## src/rtl/debouncer.sv

```systemverilog
// Push-button debouncer with an integrated sample-rate divider.
// A raw button input is synchronised, sampled on a divided clock-enable strobe,
// and only accepted once STABLE_CNT consecutive samples agree.
// Optional feature macro: DEBOUNCER_EDGE_EN builds the pb_rise/pb_fall
// one-cycle edge pulses; when undefined both outputs are tied to 0.
module debouncer #(
  parameter int SAMPLE_DIV = 4,
  parameter int STABLE_CNT = 3
) (
  input  logic Clk,
  input  logic Reset,
  input  logic pb_in,
  output logic pb_out,
  output logic pb_rise,
  output logic pb_fall,
  output logic sample_tick
);

  localparam int DIV_W = (SAMPLE_DIV > 1) ? $clog2(SAMPLE_DIV) : 1;
  localparam int RUN_W = (STABLE_CNT > 1) ? $clog2(STABLE_CNT) : 1;
  localparam logic [DIV_W-1:0] DIV_MAX = DIV_W'(SAMPLE_DIV - 1);
  localparam logic [RUN_W-1:0] RUN_MAX = RUN_W'(STABLE_CNT - 1);

  logic             s1;
  logic             s2;
  logic [DIV_W-1:0] div_cnt;
  logic             last_sample;
  logic [RUN_W-1:0] run_cnt;
  logic             last_next;
  logic [RUN_W-1:0] run_next;
  logic             pb_out_next;

  // Two-flop synchroniser; only s2 is ever looked at by the debounce logic.
  always_ff @(posedge Clk or negedge Reset) begin
    if (!Reset) begin
      s1 <= 1'b0;
      s2 <= 1'b0;
    end else begin
      s1 <= pb_in;
      s2 <= s1;
    end
  end

  // Free-running divider; the strobe is registered so it lands one cycle after the terminal count.
  always_ff @(posedge Clk or negedge Reset) begin
    if (!Reset) begin
      div_cnt     <= '0;
      sample_tick <= 1'b0;
    end else begin
      div_cnt     <= (div_cnt == DIV_MAX) ? '0 : div_cnt + DIV_W'(1);
      sample_tick <= (div_cnt == DIV_MAX);
    end
  end

  // Run-length tracking: a differing sample restarts the run, an equal one extends it
  // (saturating), and the output follows on the sample that completes the run.
  always_comb begin
    last_next   = last_sample;
    run_next    = run_cnt;
    pb_out_next = pb_out;
    if (sample_tick) begin
      if (s2 != last_sample) begin
        last_next = s2;
        run_next  = '0;
      end else if (run_cnt != RUN_MAX) begin
        run_next = run_cnt + RUN_W'(1);
        if (run_cnt == RUN_MAX - RUN_W'(1)) begin
          pb_out_next = s2;
        end
      end
    end
  end

  // Debounce state registers; reset discards any partially accumulated run.
  always_ff @(posedge Clk or negedge Reset) begin
    if (!Reset) begin
      last_sample <= 1'b0;
      run_cnt     <= '0;
      pb_out      <= 1'b0;
    end else begin
      last_sample <= last_next;
      run_cnt     <= run_next;
      pb_out      <= pb_out_next;
    end
  end

`ifdef DEBOUNCER_EDGE_EN
  // Edge pulses are registered alongside pb_out so each is high for the first cycle of the new level.
  always_ff @(posedge Clk or negedge Reset) begin
    if (!Reset) begin
      pb_rise <= 1'b0;
      pb_fall <= 1'b0;
    end else begin
      pb_rise <= pb_out_next & ~pb_out;
      pb_fall <= ~pb_out_next & pb_out;
    end
  end
`else
  assign pb_rise = 1'b0;
  assign pb_fall = 1'b0;
`endif

endmodule

```

## config.mk

```make
export PLATFORM = sky130hd
export DESIGN_NAME = debouncer
export DESIGN_NICKNAME = d
export VERILOG_FILES = /design/src/rtl/debouncer.sv
export SDC_FILE = /design/constraint.sdc
export NUM_CORES = 1
export LEC_CHECK = 0
export CAP_MARGIN = 20
export CORE_AREA = 2 2 39 41
export CTS_CLUSTER_DIAMETER = 50
export DETAILED_ROUTE_END_ITERATION = 10
export DIE_AREA = 0 0 41 43
export PLACE_DENSITY = 0.45
export SLEW_MARGIN = 20
export SYNTH_ARGS = -nofsm -noshare
export SYNTH_HDL_FRONTEND = slang
export SYNTH_SLANG_ARGS = --single-unit
export TNS_END_PERCENT = 100
```

## constraint.sdc

```tcl
create_clock -name Clk -period 2.15 [get_ports Clk]
set_input_delay 0.645 -clock Clk [delete_from_list [all_inputs] [get_ports Clk]]
set_output_delay 0.645 -clock Clk [all_outputs]
set_load 0.02 [all_outputs]
```

# Yosys cells after proc, flatten, opt, wreduce, memory -nomap -nowiden
# Index checks and enable logic that the tools add are counted.
totals:
  ff_bits: 9
  latch_bits: 0
  ram_bits: 0
  rom_bits: 0
  in_bits: 3
  wordCells: 21
  memories: 0
classes:
  add_sub_neg: 2
  multipliers: 0
  n_div: 0
  order_cmp: 0
  n_eq_ne: 4
  shifts: 0
  mux: 3
  bitwise: 1
  n_reduce_logical: 4
op_table:
  columns: ["operator", "n"]
  rows:
  - ["2-bit two-way mux", 3]
  - ["2-bit by 1-bit adder with 2-bit output, second input constant", 2]
  - ["2-bit AND reduction", 2]
  - ["4-bit AND reduction", 1]
  - ["2-bit by 1-bit == test with 1-bit output, second input constant", 1]
  - ["2-bit == test, second input constant", 1]
  - ["2-bit != test, second input constant", 1]
  - ["2-bit nonzero test", 1]
  - ["1-bit != test", 1]
  - ["1-bit inverter", 1]

# Logic depth before layout (Yosys ltp)
# Gate-level depths: netlist of run 1.
logic_depth:
  ltp_word: 3
  mapped_depth: 5
  depth_no_buf: 5

# Worst setup path before layout of run 1
# Ideal clock, no wire load.
synth_timing:
  path_type: "register to output"
  start: "reg sample_tick"
  end: "out sample_tick"
  t_arrival_ns: 0.489
  t_required_ns: 1.505
  setup_slack_ns: 1.016
  path_stages_with_launch: 1
  path_buffers: 0
  cell_sequence: "dfrtp_1"
synth_lines:
  columns: ["element", "line", "text"]
  rows:
  - ["start: declaration", "16", "output logic sample_tick"]
  - ["start signal: assignment", "51", "sample_tick <= (div_cnt == DIV_MAX);"]
# No word-level cell between the ends.

# Final worst setup path of run 1
layout_timing:
  start: "reg sample_tick"
  end: "out sample_tick"
# No word-level cell between the ends.

==> run_results.csv, run 1 <==
group,metric,value,unit
detailed_routing,drt-wirelength-per-cell,8.830,um
yosys,post_synth.cell_area_avg,12.35,sq um
clock_tree,cts_buffers,3,
critical_path,cp_num_buf_inv,1,
yosys,syn_inst,30,
yosys,synth-seq-cells,9,
clock_tree,cts_max_path_buffers,2,
detailed_routing,drt_wl_total,468,um
floorplanning,ios,7,
floorplanning,die_w,41,um
global_route,grt_max_degree,10,
timing,final.period_utilization,91.64,%
yosys,synth_top_area_share,60.81,%
power_and_ir_drop,leakage,0.1976,nW
global_route,grt_pass1_wl,917,um
placed_design,place_congestion,0.5745,
floorplanning,core_area,1384,sq um
critical_path,crit_path_end,"sample_tick",
layout,mostFrequentLayoutCell,"dfrtp_1",
layout,area_growth,20.27,%
run,drv_cap,0,
critical_path,rrSetupSlack,0.97,ns
yosys,ys_seq_area_share,60.81,%
critical_path,slowest_delay,0.64,ns
yosys,yosys_warnings,0,
power_and_ir_drop,peakVddDrop,0.3400,mV
worst_hold_path,holdCritPathClass,"flip-flop to flip-flop",
critical_path,r2r_start,"run_cnt[0]$_DFFE_PN0P_",
clock_tree,htreeDepth,1,
layout,layout-drive-gt1-share,10.81,%
critical_path,required,1.50,ns
placed_design,io_buffers,4,
detailed_routing,route.antenna.remaining_nets,0,
placed_design,dp_cells,49,
layout,diodes,0,
critical_path,crit_family,"buffers and inverters",
timing,fin_setup_tns,0,ns
critical_path,arrival,1.33,ns
critical_path,crit_slowest_cell,"clkdlybuf4s50_1",
timing,max_freq,507.5,MHz
critical_path,r2r-end,"run_cnt[1]$_DFFE_PN0P_",
yosys,synth_area_leader_cell,"dfrtp_1",
critical_path,cp.depth,1,
outcome,status,"finished, final reports clean",
timing,setup_violations,0,
power_and_ir_drop,p_total,433.8,uW
floorplanning,initial_core_util,26.76,%
clock_tree,clock-root-buffer,"clkbuf_4",
detailed_routing,route.detailed.drc,0,
clock_tree,clock-sinks,9,
global_route,grt_pass1_vias,237,
detailed_routing,vias,219,
timing,rsz0062_at_grt,"no",
timing,finClkSkew,0.003740,ns
critical_path,critPathKind,"flip-flop to output port",
critical_path,crit_chain,"clkdlybuf4s50_1",
clock_tree,cts_tree,"yes",
global_route,antenna_found_initial,0,
timing,hold_violations,0,
yosys,synth_area,370.4,sq um
global_route,grt-ovfl-total,0,
critical_path,rr_worst_depth,5,
clock_tree,ctsResizeCount,0,
clock_tree,cts.hold.buffers_added,0,
timing,final.min_clock_period,1.970,ns
global_route,grt_usage,8.147,%
critical_path,crit_fanout,7,
clock_tree,path_clk_slew,0.06,ns
yosys,synth_area_leaders,"dfrtp_1 61%, ha_1 10%, buf_4 4.1%",
timing,slew_viol_final,0,
critical_path,crit_path_end_kind,"output port",
floorplanning,die_area,1763,sq um
clock_tree,cts_setup_buffers,0,
layout,final_cells,53,
floorplanning,rows,14,
critical_path,crit_path_start,"sample_tick$_DFF_PN0_",
detailed_routing,dr.first_iter.drc_count,2,
layout,layout_common_cells,"9 x dfrtp_1, 4 x clkdlybuf4s50_1, 3 x ha_1, 3 x clkbuf_4",
critical_path,start_kind,"flip-flop",
detailed_routing,viasPerCell,4.132,
layout,nets,44,
detailed_routing,firstDrtPassIters,2,
floorplanning,die_y,43,um
power_and_ir_drop,powerDensity,973.9,nW/um^2
clock_tree,clk_latency,0.25,ns
yosys,synth.distinct_cells,14,
[Yosys cell counts, drive strengths merged]
cell and number:
nor2 1, inv 2, ha 3, buf 2
nor3b 2, xor2 1, nand2 2, o21ai 1
o31ai 1, dfrtp 9, conb 1, a21oi 2
o22ai 2, mux2 1
[cell type report]
cell class / instances / area, sq um
flip-flops and latches: 9 / 225.2
repair buffers: 4 / 40.04
well taps: 16 / 20.02
clock buffers: 4 / 26.28
multi-input cells: 18 / 126.4
inverters: 2 / 7.507
fillers: 145 / 938.4
[power by group]
group	leakage, nW	internal (mW)	switching [mW]
logic	0.0719	0.0451	0.0502
clock network	0.0150	0.0711	0.0523
registers	0.111	0.195	0.0197
total	0.198	0.312	0.122
[cells by family (layout without fill, tap and decap cells)]
logic type               count (synthesis)  in the layout  synth area share (%)
buffers and inverters                    4             10                 6.081
AND/OR/NAND/NOR                          5              5                 7.093
AO/OA/AOI/OAI                            6              6                 9.458
other                                    1              2                 1.013
XOR/XNOR                                 1              1                 2.365
adder cells (fa/ha/maj)                  3              3                 10.14
flip-flops                               9              9                 60.81
multiplexers                             1              1                 3.040
[sequential cells by signal, summed over array words and instances (netlist names)]
name	flops
s2	1
last_sample	1
sample_tick	1
div_cnt	2
s1	1
run_cnt	2
pb_out	1
[routing by layer]
metal  GRT usage [%]  wire (um)
met2           8.750        238
met5               0          0
met1           11.45        201
met3           1.571         28
met4           10.00          0
[worst min-delay path by stage]
stage | startpoint | to | slack (ns) | depth (start not counted)
after floorplan | s1$_DFF_PN0_ | s2$_DFF_PN0_ | 0.33 | 0
after global placement | s1$_DFF_PN0_ | s2$_DFF_PN0_ | 0.34 | 0
after detailed placement | s1$_DFF_PN0_ | s2$_DFF_PN0_ | 0.34 | 0
after CTS | s1$_DFF_PN0_ | s2$_DFF_PN0_ | 0.35 | 0
after global routing | s1$_DFF_PN0_ | s2$_DFF_PN0_ | 0.37 | 0
final | s1$_DFF_PN0_ | s2$_DFF_PN0_ | 0.35 | 0
[per-stage QoR]
stage	instance area, sq um	setup WS [ns]	util, %	hold slack [ns]
global placement	419.2	0.4641	30.29	0.3351
floorplan	374.1	1.016	-	0.3312
global route	445.4	0.1035	32.19	0.3668
finish	445.4	0.1797	32.19	0.3513
CTS	445.4	0.1601	32.19	0.3543
detailed placement	419.2	0.4464	30.29	0.3413
(Power assumes the default switching activity.)
==> inputs of run 2 (changes only) <==
--- a/config.mk
+++ b/config.mk
@@ -10,7 +10,7 @@
 export CTS_CLUSTER_DIAMETER = 50
 export DETAILED_ROUTE_END_ITERATION = 10
 export DIE_AREA = 0 0 41 43
-export PLACE_DENSITY = 0.45
+export PLACE_DENSITY_LB_ADDON = 0.25
 export SLEW_MARGIN = 20
 export SYNTH_ARGS = -nofsm -noshare
 export SYNTH_HDL_FRONTEND = slang
==> run_results.csv, run 2 (synthesized netlist as in run 1, its figures left out) <==
group,metric,value,unit
critical_path,crit_chain,"clkdlybuf4s50_1",
power_and_ir_drop,power.switching,122.7,uW
power_and_ir_drop,p_comb_share,21.7,%
worst_hold_path,holdCritPathClass,"flip-flop to flip-flop",
power_and_ir_drop,sequentialPowerShare,49.4,%
detailed_routing,route.detailed.drc,0,
clock_tree,cts.hold.buffers_added,0,
timing,setup_violations,0,
clock_tree,cts_setup_buffers,0,
critical_path,start_kind,"flip-flop",
critical_path,slowest_delay,0.64,ns
power_and_ir_drop,peakVddDrop,0.3607,mV
critical_path,required,1.50,ns
placed_design,io_buffers,4,
timing,final.min_clock_period,1.976,ns
detailed_routing,drt-wirelength-per-cell,9.038,um
critical_path,arrival,1.33,ns
timing,max_freq,506.1,MHz
detailed_routing,viasPerCell,4.094,
global_route,grt_pass1_wl,903,um
critical_path,crit_family,"buffers and inverters",
critical_path,crit_path_end_kind,"output port",
critical_path,crit_fanout,7,
timing,slew_viol_final,0,
critical_path,critPathKind,"flip-flop to output port",
clock_tree,cts_max_path_buffers,2,
placed_design,place_hpwl,374.1,um
timing,fin_setup_tns,0,ns
floorplanning,initial_core_util,26.76,%
global_route,grt_max_degree,10,
clock_tree,htreeDepth,1,
power_and_ir_drop,leakage,0.1976,nW
layout,final_cells,53,
critical_path,cp_num_buf_inv,1,
power_and_ir_drop,intPower,311.8,uW
clock_tree,clk_latency,0.25,ns
layout,area_growth,20.27,%
power_and_ir_drop,powerDensity,975.4,nW/um^2
layout,layout_common_cells,"9 x dfrtp_1, 4 x clkdlybuf4s50_1, 3 x ha_1, 3 x clkbuf_4",
global_route,antenna_found_initial,0,
power_and_ir_drop,sw_frac_of_total,28.23,%
global_route,grt_usage,8.554,%
global_route,grt_pass1_vias,209,
run,drv_cap,0,
floorplanning,rows,14,
layout,top_regs,"div_cnt (2), run_cnt (2)",
clock_tree,cts_buffers,3,
critical_path,crit_slowest_cell,"clkdlybuf4s50_1",
floorplanning,ios,7,
layout,mostFrequentLayoutCell,"dfrtp_1",
clock_tree,cts_tree,"yes",
placed_design,place_congestion,0.5994,
detailed_routing,dr.first_iter.drc_count,7,
clock_tree,clock-root-buffer,"clkbuf_4",
timing,final.period_utilization,91.91,%
layout,diodes,0,
layout,nets,44,
clock_tree,clock-sinks,9,
floorplanning,die_w,41,um
floorplanning,die_y,43,um
global_route,grt-ovfl-total,0,
clock_tree,path_clk_slew,0.06,ns
floorplanning,die_area,1763,sq um
outcome,status,"finished, final reports clean",
detailed_routing,route.antenna.remaining_nets,0,
power_and_ir_drop,pwr-share-clk,28.9,%
timing,rsz0062_at_grt,"no",
detailed_routing,firstDrtPassIters,2,
floorplanning,core_area,1384,sq um
detailed_routing,drt_wl_total,479,um
layout,layout-drive-gt1-share,10.81,%
placed_design,dp_cells,49,
timing,finClkSkew,0.003938,ns
critical_path,rrSetupSlack,0.96,ns
detailed_routing,vias,217,
clock_tree,ctsResizeCount,0,
timing,hold_violations,0,
[run 2: cell counts in the layout (fill, tap and decap cells not counted)]
Identical to the previous run, type by type.
[run 2: final timing paths]
kind,start,end,cells after the start
max in group asynchronous,Reset,s2$_DFF_PN0_,1
min reg2reg,s1$_DFF_PN0_,s2$_DFF_PN0_,0
max reg2reg,run_cnt[0]$_DFFE_PN0P_,run_cnt[1]$_DFFE_PN0P_,5
min,s1$_DFF_PN0_,s2$_DFF_PN0_,0
max,sample_tick$_DFF_PN0_,sample_tick,1
min in group asynchronous,Reset,div_cnt[1]$_DFF_PN0_,1
[run 2: cell type report]
cell class,instances,area (sq um)
fill,143,938.4
sequential,9,225.2
multi-input combinational,18,126.4
timing repair buffer,4,40.04
clock buffer,4,26.28
tap,16,20.02
inverter,2,7.507
[run 2: power by group through the flow]
| stage | registers, mW | logic [mW] | clock network, mW |
|---|---|---|---|
| after floorplan | 0.227 | 0.0522 | 0 |
| after global placement | 0.216 | 0.0926 | 0 |
| after detailed placement | 0.218 | 0.0959 | 0 |
| after CTS | 0.215 | 0.0966 | 0.134 |
| after global routing | 0.220 | 0.111 | 0.144 |
| final | 0.215 | 0.0942 | 0.126 |
[run 2: per-layer routing]
metal | track usage (%) | up-vias | share of wire, %
met3 | 3.141 | 2 | 3.5
met4 | 10.00 | 0 | 1.3
met2 | 10.31 | 5 | 45
met5 | 0 | - | 0
met1 | 10.10 | 96 | 50
li1 | - | 114 | -
[run 2: worst register-to-register path, stage by stage (launching register included)]
cell and delay, ns:
dfrtp_1 0.39, inv_1 0.07, ha_1 0.29, nor3b_1 0.19, a21oi_1 0.06, o22ai_1 0.11
[run 2: per-stage QoR]
stage	hold WS (ns)	worst slack, ns	power, mW	util (%)	area, sq um
5_1_grt	0.3766	0.1031	0.4741	32.19	445.4
2_1_floorplan	0.3312	1.016	0.2788	-	374.1
6_report	0.3582	0.1740	0.4345	32.19	445.4
3_5_place_dp	0.3466	0.4439	0.3142	30.29	419.2
3_3_place_gp	0.3378	0.4653	0.3085	30.29	419.2
4_1_cts	0.3598	0.1534	0.4461	32.19	445.4
